<file path="config.mk">
export PLATFORM = sky130hd
export DESIGN_NAME = uart_tx_fifo
export DESIGN_NICKNAME = d
export VERILOG_FILES = /design/src/rtl/uart_pkg.sv /design/src/rtl/uart_sync_fifo.sv /design/src/rtl/uart_tx_fifo.sv
export SDC_FILE = /design/constraint.sdc
export NUM_CORES = 1
export LEC_CHECK = 0
export CAP_MARGIN = 20
export CORE_MARGIN = 3
export CORE_UTILIZATION = 50
export CTS_BUF_LIST = sky130_fd_sc_hd__clkbuf_4
export CTS_CLUSTER_SIZE = 24
export DETAILED_ROUTE_END_ITERATION = 10
export PLACE_DENSITY = 0.67
export SYNTH_ARGS = -nofsm -noshare
export SYNTH_HDL_FRONTEND = slang
export SYNTH_SLANG_ARGS = --single-unit
</file>
<file path="constraint.sdc">
create_clock -name wb_clk_i -period 2.4 [get_ports wb_clk_i]
set_input_delay 0.6 -clock wb_clk_i [delete_from_list [all_inputs] [get_ports wb_clk_i]]
set_output_delay 0.6 -clock wb_clk_i [all_outputs]
set_load 0.1 [all_outputs]
</file>
<file path="src/rtl/uart_pkg.sv">
// Shared types and constants for the buffered 8N1 UART transmitter.
package uart_pkg;

  typedef enum logic [1:0] {
    IDLE,
    START,
    DATA,
    STOP
  } uart_tx_state_t;

  localparam int UART_DATA_BITS  = 8;
  localparam int UART_FRAME_BITS = 10;

endpackage

</file>
<file path="src/rtl/uart_sync_fifo.sv">
// Single-clock FIFO with a registered occupancy count; full/empty derive from that count.
module uart_sync_fifo #(
  parameter int WIDTH = 8,
  parameter int DEPTH = 8,
  localparam int PTR_W = $clog2(DEPTH),
  localparam int LVL_W = PTR_W + 1
) (
  input  logic             clk,
  input  logic             rst,
  input  logic             push,
  input  logic             pop,
  input  logic [WIDTH-1:0] wdata,
  output logic [WIDTH-1:0] rdata,
  output logic             full,
  output logic             empty,
  output logic [LVL_W-1:0] level
);

  logic [WIDTH-1:0] mem [DEPTH];
  logic [PTR_W-1:0] wr_ptr;
  logic [PTR_W-1:0] rd_ptr;
  logic             do_push;
  logic             do_pop;

  assign full    = (level == LVL_W'(DEPTH));
  assign empty   = (level == '0);
  assign do_push = push && !full;
  assign do_pop  = pop && !empty;
  assign rdata   = mem[rd_ptr];

  // DEPTH is a power of two, so the pointers wrap naturally.
  always_ff @(posedge clk or posedge rst) begin
    if (rst) begin
      wr_ptr <= '0;
      rd_ptr <= '0;
      level  <= '0;
    end else begin
      if (do_push) wr_ptr <= wr_ptr + PTR_W'(1);
      if (do_pop)  rd_ptr <= rd_ptr + PTR_W'(1);
      case ({do_push, do_pop})
        2'b10:   level <= level + LVL_W'(1);
        2'b01:   level <= level - LVL_W'(1);
        default: level <= level;
      endcase
    end
  end

  always_ff @(posedge clk) begin
    if (do_push) mem[wr_ptr] <= wdata;
  end

endmodule

</file>
<file path="src/rtl/uart_tx_fifo.sv">
// Buffered 8N1 UART transmitter: FIFO-fed, LSB-first, back-to-back frames at a fixed baud divisor.
module uart_tx_fifo
  import uart_pkg::*;
#(
  parameter int CLKS_PER_BIT = 4167,
  parameter int DEPTH        = 8
) (
  input  logic                   wb_clk_i,
  input  logic                   wb_rst_i,
  input  logic                   tx_en,
  input  logic                   wr_valid,
  input  logic [7:0]             wr_data,
  output logic                   wr_ready,
  output logic                   tx,
  output logic                   busy,
  output logic                   tx_done,
  output logic [$clog2(DEPTH):0] fifo_level
);

  localparam int BAUD_W = $clog2(CLKS_PER_BIT);
  localparam logic [BAUD_W-1:0] BAUD_MAX = BAUD_W'(CLKS_PER_BIT - 1);
  localparam logic [2:0] LAST_BIT = 3'(UART_DATA_BITS - 1);

  uart_tx_state_t    state;
  uart_tx_state_t    state_next;
  logic [BAUD_W-1:0] baud_cnt;
  logic [2:0]        bit_idx;
  logic [7:0]        shift;
  logic [7:0]        shift_next;
  logic [7:0]        fifo_rdata;
  logic              fifo_full;
  logic              fifo_empty;
  logic              pop;
  logic              baud_last;
  logic              tx_q;
  logic              tx_next;

  uart_sync_fifo #(
    .WIDTH(8),
    .DEPTH(DEPTH)
  ) u_fifo (
    .clk  (wb_clk_i),
    .rst  (wb_rst_i),
    .push (wr_valid),
    .pop  (pop),
    .wdata(wr_data),
    .rdata(fifo_rdata),
    .full (fifo_full),
    .empty(fifo_empty),
    .level(fifo_level)
  );

  assign wr_ready  = !fifo_full;
  assign baud_last = (baud_cnt == BAUD_MAX);
  assign busy      = (state != IDLE);
  assign tx_done   = (state == STOP) && baud_last;
  assign tx        = tx_q;

  always_comb begin
    state_next = state;
    pop        = 1'b0;
    shift_next = shift;
    case (state)
      IDLE: begin
        if (tx_en && !fifo_empty) begin
          state_next = START;
          pop        = 1'b1;
        end
      end
      START: begin
        if (baud_last) state_next = DATA;
      end
      DATA: begin
        if (baud_last) begin
          shift_next = shift >> 1;
          if (bit_idx == LAST_BIT) state_next = STOP;
        end
      end
      STOP: begin
        if (baud_last) begin
          if (tx_en && !fifo_empty) begin
            state_next = START;
            pop        = 1'b1;
          end else begin
            state_next = IDLE;
          end
        end
      end
      default: state_next = IDLE;
    endcase
    if (pop) shift_next = fifo_rdata;
  end

  // The line level is decided from the next state so tx changes on the same edge as the FSM.
  always_comb begin
    case (state_next)
      START:   tx_next = 1'b0;
      DATA:    tx_next = shift_next[0];
      default: tx_next = 1'b1;
    endcase
  end

  always_ff @(posedge wb_clk_i or posedge wb_rst_i) begin
    if (wb_rst_i) begin
      state    <= IDLE;
      baud_cnt <= '0;
      bit_idx  <= '0;
      shift    <= '0;
      tx_q     <= 1'b1;
    end else begin
      state <= state_next;
      shift <= shift_next;
      tx_q  <= tx_next;
      if (state_next != state || baud_last || state == IDLE)
        baud_cnt <= '0;
      else
        baud_cnt <= baud_cnt + BAUD_W'(1);
      if (state != DATA)
        bit_idx <= '0;
      else if (baud_last)
        bit_idx <= bit_idx + 3'd1;
    end
  end

endmodule

</file>
==> impl_metrics.tcl <==
set metrics [dict create \
    cts_tree "done" \
    portBuffers 19 \
    worst_slew_pin_slew_ps 656.6 \
    instances_no_fill 468 \
    arrival_ps 1730 \
    vias_per_cell 5.575 \
    rsz0062_at_grt "true" \
    synth_top_cells_by_area "edfxtp_1, dfrtp_1, mux4_2, ha_1, nand2_1" \
    grt_pass1_wl_um 14080 \
    synth-edff-count 64 \
    start_util_pct 51.71 \
    place_ws_ps -190.3 \
    grt_overflow 0 \
    grt_usage_pct 18.22 \
    drive_above_1_share_pct 31.39 \
    synthXorXnorAreaFrac_pct 4.059 \
    ys_async_sr_fraction_pct 36.63 \
    synth_seq_cells 101 \
    p_int_w 0.002739 \
    setup_viol 0 \
    swShare_pct 33.07 \
    die_h_um 101.2 \
    setup_ws_ps 66.01 \
    cp-startpoint "baud_cnt[8]" \
    path_clk_slew_ps 160 \
    synth_compound_area_share_pct 5.549 \
    combPwrFrac_pct 22.1 \
    p_sw_w 0.001353 \
    cts-htree-levels 3 \
    die_w_um 101.2 \
    critPathKind "register to output port" \
    post-place-cells 452 \
    syn_avg_cell_area_um2 14.76 \
    slew_violations 0 \
    period_needed_ps 2334 \
    drtIter0Drc 130 \
    syn_inst 307 \
    timing.final.crit_share_pct 97.25 \
    grt_max_degree 38 \
    dp_hpwl_um 5509 \
    hold_buffers 0 \
    grt_pass1_vias 2703 \
    slew_headroom_pct 56.22 \
    power.leakage_nw 1.997 \
    cts_sinks 101 \
    drt-total-wl_um 8283 \
    netlist_area_mm2 0.004532 \
    pwr-share-clk_pct 22.1 \
    pin_count 20 \
    hp-class "input port to asynchronous set/reset pin" \
    hold_viol_final 0 \
    firstDrtPassIters 4 \
    fin_nets 382 \
    muxShareOfSynthArea_pct 9.553 \
    crit_required_ps 1800 \
    ys_seq_area_share_pct 62.87 \
    dieArea_mm2 0.01024 \
    endpoint_kind "output port" \
    antenna_found_initial 0 \
    dr_total_vias 2609 \
    yosysMostFrequentCell "edfxtp_1" \
    cap_violations 0 \
    synth_fa_ha_area_share_pct 3.865 \
    ctsLongestPathBuffers 2 \
    vdd_ir_drop_max_uv 437.8 \
    ant_nets 0 \
    status "finished clean" \
    cts-buffers-inserted 9 \
    cp-start-kind "register" \
    yosysTopAreaCell "edfxtp_1" \
    syn2layout_area_growth_pct 17.70 \
    drc 0 \
    clock_skew_ps 20.75 \
    ys_warn_count 0 \
    worstReg2RegStart "baud_cnt[8]" \
    antenna_cells 0 \
    routedWlPerCell_um 17.70 \
    synth_top_family_by_area "simple AND/OR/NAND/NOR gates" \
    fp-row-count 34 \
    ys_types 51 \
    powerDensity_mw_per_mm2 767.2 \
    clock_latency_ps 440 \
    gp_congestion 0.8837 \
    fmax_mhz 428.5 \
    synth_top_cell_area_share_pct 42.41 \
    fin_setup_tns_ps 0 \
    synth_ff_type "edfxtp_1" \
    synth-simple-area-share_pct 12.04 \
    ys_top_cells_by_count "edfxtp_1, dfrtp_1, nand2_1" \
    worstPathMaxFanout 4 \
    synth.net_count 333 \
    root_buffer "clkbuf_4" \
    core_area_mm2 0.008763 \
    power_frac_seq_pct 55.8 \
]
[registers in the layout (all words and copies together), names as in the netlist]
| signal | count |
|---|---|
| u_fifo.mem | 64 |
| baud_cnt | 13 |
| shift | 8 |
| u_fifo.level | 4 |
| bit_idx | 3 |
| u_fifo.rd_ptr | 3 |
| u_fifo.wr_ptr | 3 |
| state | 2 |
| tx | 1 |
[critical path: stages, from the launching register on]
cell,delay [ps]
dfrtp_2,480
nor4_4,320
and4_4,310
buf_12,180
[final timing paths]
kind	slack [ps]	cells after the start	to
max	70	3	tx_done
min	550	3	u_fifo.wr_ptr[0]
max reg2reg	150	10	u_fifo.level[3]
min reg2reg	550	2	bit_idx[2]
max in group asynchronous	1470	3	u_fifo.level[1]
min in group wb_clk_i	550	2	bit_idx[2]
[power groups by stage]
| stage | registers, W | clock network (W) | logic [W] |
|---|---|---|---|
| after global placement | 0.00230 | 0 | 0.000899 |
| after CTS | 0.00228 | 0.000938 | 0.000913 |
| after floorplan | 0.00251 | 0 | 0.000428 |
| after detailed placement | 0.00232 | 0 | 0.000912 |
| final | 0.00229 | 0.000904 | 0.000903 |
| after global routing | 0.00232 | 0.00101 | 0.000968 |
[cells by family (layout without fill, tap and decap cells)]
family,Yosys count,in the layout
fa+ha+maj,14,14
mux,23,23
flops,101,101
simple gates,97,97
compound gates,31,31
xor+xnor,21,21
buf+inv,20,73
[what timing repair did]
item,4_1_cts,5_1_grt
endpoints found under the setup margin,1,3
buffers inserted,0,1
pin swaps,0,3
endpoints found under the hold margin,0,0
gates resized for setup,1,6
[per-layer routing]
metal	vias to the layer above	wire, um	part of all wire [%]	track usage [%]
met5	-	0	0	0
met4	0	87	1.1	5.112
met3	9	256	3.1	4.477
met2	35	4336	52	30.94
met1	1311	3602	43	23.48
li1	1254	-	-	-
[cell usage in the layout (no fill, tap or decap), types with 3 or more instances in the layout]
cell	n
nand3_1	7
ha_2	3
clkbuf_4	9
nor2b_1	8
dfrtp_2	7
a31oi_1	7
ha_1	10
xor2_1	10
inv_1	6
edfxtp_1	64
and3_1	3
a211oi_1	6
mux2i_1	5
dfrtp_1	28
buf_12	4
clkdlybuf4s50_1	11
nor3_1	4
nand4_1	5
xnor2_1	10
nor3_2	6
buf_4	36
mux4_2	16
nor2_1	15
nand2_1	28
a21oi_1	3
[final cells by class]
type | count | area [um^2]
fillers | 670 | 3430
well taps | 108 | 135.1
multi-input cells | 186 | 1700
repair buffers | 51 | 460.4
clock buffers | 9 | 67.56
flip-flops and latches | 101 | 2861
inverters | 7 | 26.28
clock inverters | 6 | 82.58
[stage by stage]
step | util [%] | hold WS, ps | power [W] | instance area [um^2]
finish | 60.87 | 552.2 | 0.004092 | 5334
CTS | 60.59 | 546.8 | 0.004130 | 5310
detailed placement | 58.87 | 539.0 | 0.003228 | 5159
global placement | 58.87 | 496.5 | 0.003201 | 5159
floorplan | - | 468.7 | 0.002933 | 4638
global route | 60.87 | 566.3 | 0.004299 | 5334
Note: power is estimated with default switching activity, not from simulation.
